File: src/rtl/tick_button_debounce_clk_divider.sv
// Free-running power-of-two divider: a 50 % duty slow level plus a one-cycle
// tick on the first clk of each slow high phase.
module clk_divider #(
    parameter int PWR_2 = 20
) (
    input  logic clk,
    input  logic reset,
    output logic sclk,
    output logic sclk_tick
);

    localparam logic [PWR_2-1:0] HALF = {1'b1, {(PWR_2-1){1'b0}}};

    logic [PWR_2-1:0] count;

    // NOTE: sequential state uses non-blocking assignments so every flop
    // samples pre-edge values regardless of process ordering.
    always_ff @(posedge clk) begin
        if (reset) count <= '0;
        else       count <= count + PWR_2'(1);
    end

    // Both outputs decode a flop directly, so a reset edge clears them too.
    assign sclk      = count[PWR_2-1];
    assign sclk_tick = (count == HALF);

endmodule

File: src/rtl/tick_button_debounce.sv
// Button front end: two-flop synchroniser, tick-sampled debounce window and
// press/release strobes, all on clk. The release strobe is called
// "released" because "release" is a reserved word in SystemVerilog.
module tick_button_debounce #(
    parameter int PWR_2    = 20,
    parameter int STABLE_N = 3
) (
    input  logic clk,
    input  logic reset,
    input  logic i,
    output logic sclk,
    output logic sclk_tick,
    output logic o,
    output logic press,
    output logic released
);

    logic [1:0]          sync;
    logic                synced;
    logic [STABLE_N-1:0] window;
    logic [STABLE_N-1:0] window_next;
    logic                o_prev;

    clk_divider #(.PWR_2(PWR_2)) u_clk_divider (
        .clk       (clk),
        .reset     (reset),
        .sclk      (sclk),
        .sclk_tick (sclk_tick)
    );

    always_ff @(posedge clk) begin
        if (reset) sync <= '0;
        else       sync <= {sync[0], i};
    end

    assign synced = sync[1];

    // The level decision looks at the window including the bit shifted in on
    // this same tick; the size cast keeps this legal for STABLE_N = 1.
    assign window_next = STABLE_N'({window, synced});

    always_ff @(posedge clk) begin
        if (reset) begin
            window <= '0;
            o      <= 1'b0;
        end else if (sclk_tick) begin
            window <= window_next;
            if (&window_next)      o <= 1'b1;
            else if (~|window_next) o <= 1'b0;
        end
    end

    // Clearing o_prev together with o means a reset never looks like a release.
    always_ff @(posedge clk) begin
        if (reset) o_prev <= 1'b0;
        else       o_prev <= o;
    end

    assign press    = o & ~o_prev;
    assign released = ~o & o_prev;

endmodule

File: config.mk
export PLATFORM = sky130hd
export DESIGN_NAME = tick_button_debounce
export DESIGN_NICKNAME = d
export VERILOG_FILES = /design/src/rtl/tick_button_debounce_clk_divider.sv /design/src/rtl/tick_button_debounce.sv
export SDC_FILE = /design/constraint.sdc
export NUM_CORES = 1
export LEC_CHECK = 0
export CAP_MARGIN = 10
export CORE_MARGIN = 10
export CORE_UTILIZATION = 30
export CTS_CLUSTER_DIAMETER = 30
export DETAILED_ROUTE_END_ITERATION = 10
export DONT_BUFFER_PORTS = 1
export HOLD_SLACK_MARGIN = 0.02
export PLACE_DENSITY = 0.44
export SLEW_MARGIN = 20
export SYNTH_ARGS = -nofsm -noshare
export SYNTH_HDL_FRONTEND = slang
export SYNTH_HIERARCHICAL = 1
export SYNTH_SLANG_ARGS = --single-unit
File: constraint.sdc
create_clock -name clk -period 2.5 [get_ports clk]
set_clock_uncertainty 0.2 [all_clocks]
set_input_delay 0.75 -clock clk [delete_from_list [all_inputs] [get_ports clk]]
set_output_delay 0.75 -clock clk [all_outputs]
set_load 0.02 [all_outputs]
==> results of run 1 <==
-- layer usage --
layer / share of wire / up-vias / track usage
met4: 0.016 / 0 / 0.0311
met2: 0.48 / 11 / 0.125
met5: 0 / - / 0
met3: 0.042 / 4 / 0.0188
li1: - / 446 / -
met1: 0.46 / 409 / 0.0752
-- synthesized netlist by cell type --
library cell,n
a21oi_1,4
a31oi_1,1
and4_1,2
clkbuf_1,3
dfxtp_1,26
ha_1,2
inv_1,4
mux2_2,1
mux2i_1,2
nand2_1,5
nand3_1,4
nand4_1,6
nand4_2,1
nor2_1,18
nor2b_1,7
nor3_1,4
nor4_1,7
nor4b_1,4
o21ai_0,4
or3_1,5
xnor2_1,9
xor2_1,4
-- per-stage QoR --
step           setup WS (ns)  instances  instance area (um2)  utilization
5_1_grt              -0.0881        177                 1330        0.367
6_report             -0.0174        177                 1330        0.367
2_1_floorplan        0.00971        123                 1120            -
3_3_place_gp           0.170        171                 1190        0.327
4_1_cts              -0.0506        177                 1330        0.365
3_5_place_dp           0.167        171                 1190        0.327
-- layout make-up --
type,count,area share
Clock buffer,3,0.0310
Clock inverter,1,0.0225
Inverter,4,0.0131
Multi-Input combinational cell,90,0.463
Sequential cell,26,0.397
Tap cell,48,0.0451
Timing Repair Buffer,5,0.0282
-- worst register-to-register path, cell delays in order (launching register included) --
cell     delay, ns
dfxtp_4       0.37
buf_4         0.13
ha_1          0.19
nand3_1       0.22
nor3_1        0.38
nand4_1       0.15
mux2_2        0.28
-- registers in the layout, summed over array words and instances (netlist names) --
signal / count
sync: 2
o: 1
u_clk_divider/count: 20
o_prev: 1
window: 2
-- worst paths after layout --
kind                                           from  depth (start not counted)                            endpoint
hold reg to reg                  sync[0]$_SDFF_PP0_                          1                  sync[1]$_SDFF_PP0_
hold / removal                   sync[0]$_SDFF_PP0_                          1                  sync[1]$_SDFF_PP0_
setup reg to reg  u_clk_divider/count[0]$_SDFF_PP0_                          6  u_clk_divider/count[18]$_SDFF_PP0_
setup / recovery  u_clk_divider/count[0]$_SDFF_PP0_                          6                           sclk_tick
-- kinds of logic (layout without fill, tap and decap cells) --
| kind of cell | count (synthesis) | after routing | share of synthesized area |
|---|---|---|---|
| xor+xnor | 13 | 13 | 0.102 |
| simple gates | 63 | 63 | 0.313 |
| mux | 3 | 3 | 0.0282 |
| buf+inv | 7 | 13 | 0.0236 |
| compound gates | 9 | 9 | 0.0417 |
| flops | 26 | 26 | 0.468 |
| fa+ha+maj | 2 | 2 | 0.0225 |
-- power by group through the flow --
stage          Combinational (mW)  Clock, mW  Sequential (mW)
2_1_floorplan              0.0160          0            0.434
3_3_place_gp               0.0147          0            0.435
3_5_place_dp               0.0144          0            0.436
4_1_cts                    0.0276      0.354            0.424
5_1_grt                    0.0321      0.371            0.426
6_report                   0.0301      0.342            0.425
-- repair_timing --
action	4_1_cts	5_1_grt
endpoints found under the setup margin	1	1
buffers inserted	2	0
pin swaps	4	2
resized for setup	13	3
==> impl_metrics.tcl, run 1 <==
set metrics [dict create \
    status "complete, but fails checks" \
    failed_checks "setup timing" \
    hold_ws_ns 0.245 \
    seqCellArea_um2 529 \
    nFillCells 384 \
    min_path_type "reg -> reg" \
    synth_seq_cells 26 \
    tightest_slew_ns 0.410 \
    die_y_um 80.9 \
    synth_area_um2 1110 \
    multiInputGateArea_um2 617 \
    drc 0 \
    numPortBuffers 0 \
    io-pin-count 8 \
    area_delta_synth_final_pct 19.9 \
    p_clk_frac 0.429 \
    crit_type "reg -> out" \
    crit_fanout 5 \
    final.setup.worst_slack_ns -0.0174 \
    end_kind "primary output" \
    drive_above_1_share 0.186 \
    grt_usage 0.0698 \
    switchingPower_mw 0.145 \
    vias_per_cell 4.92 \
    grt_pass1_wl_um 3770 \
    fp.dieW_um 80.9 \
    fmax_mhz 397 \
    combinationalPowerShare 0.038 \
    slowest_stage "dfxtp_4" \
    yosysSeqAreaShare 0.468 \
    coreArea_um2 3630 \
    cts_sinks 26 \
    tns_ns -0.0174 \
    wl_um 2180 \
    finalSetupViolCount 1 \
    period_share 1.01 \
    grt_max_degree 28 \
    cellLeakagePower_nw 0.431 \
    cts_root_buf "clkbuf_8" \
    nNetsFinal 135 \
    start_kind "flip-flop" \
    synth_area_leaders "dfxtp_1 47%, xnor2_1 7.1%, nor2_1 6.1%" \
    cts_tree "built" \
    ys_warn_count 6 \
    overflow 0 \
    grt_setup_unrepaired "yes" \
    maxSlewViolCount 0 \
    design.die.area_um2 6540 \
    firstDrtPassIters 4 \
    cts-buffers-inserted 3 \
    clk_pin_slew_ns 0.09 \
    place_hpwl_um 1510 \
    ir_drop_uv 211 \
    layout_commonest_cell "dfxtp_1" \
    num_rows 22 \
    crit_family "simple AND/OR/NAND/NOR gates" \
    maxCapViolCount 0 \
    final_cell_mix "21 x dfxtp_1, 18 x nor2_1, 9 x xnor2_1, 7 x nor2b_1, 6 x nand4_1" \
    grt_pass1_vias 851 \
    slew_headroom 0.726 \
    crit_path_cell_trace "inv_4, ha_4, nor4b_4, nand4_1, nor4b_2, buf_4" \
    crit_arrival_ns 1.57 \
    clockBufferDepth 2 \
    synth_area_per_cell_um2 9.03 \
    critPathBufInv 2 \
    routedWlPerCell_um 12.3 \
    synthCells 123 \
    vias 870 \
    intPower_mw 0.651 \
    p_seq_frac 0.533 \
    swShare 0.182 \
    postRouteAntennaNets 0 \
    synth.top_cell.area_share 0.468 \
    hold_viol 0 \
    slowest_delay_ns 0.36 \
    synth_area_leader_cell "dfxtp_1" \
    antenna_found_initial 0 \
    p_total_mw 0.797 \
    ys_types 22 \
    power_density_nw_per_um2 598 \
    drt-initial-drc-count 57 \
    syn_nets 128 \
    gp_congestion 0.713 \
    period_needed_ns 2.52 \
    r2r_slack_ns 0.48 \
    worstPathRequired_ns 1.55 \
    h-tree-depth 1 \
    antennaDiodeCount 0 \
    start_util 0.306 \
    holdBufCountCts 0 \
    clk_latency_ns 0.27 \
]
No activity file was read; power rests on OpenSTA's default activity.
==> run 2: changes to the inputs <==
--- a/config.mk
+++ b/config.mk
@@ -11,7 +11,7 @@
 export CTS_CLUSTER_DIAMETER = 30
 export DETAILED_ROUTE_END_ITERATION = 10
 export DONT_BUFFER_PORTS = 1
-export HOLD_SLACK_MARGIN = 0.02
+export HOLD_SLACK_MARGIN = 0.08
 export PLACE_DENSITY = 0.44
 export SLEW_MARGIN = 20
 export SYNTH_ARGS = -nofsm -noshare
==> results of run 2 <==
Same layout as run 1: the final DEF is identical, and so are final timing and power.
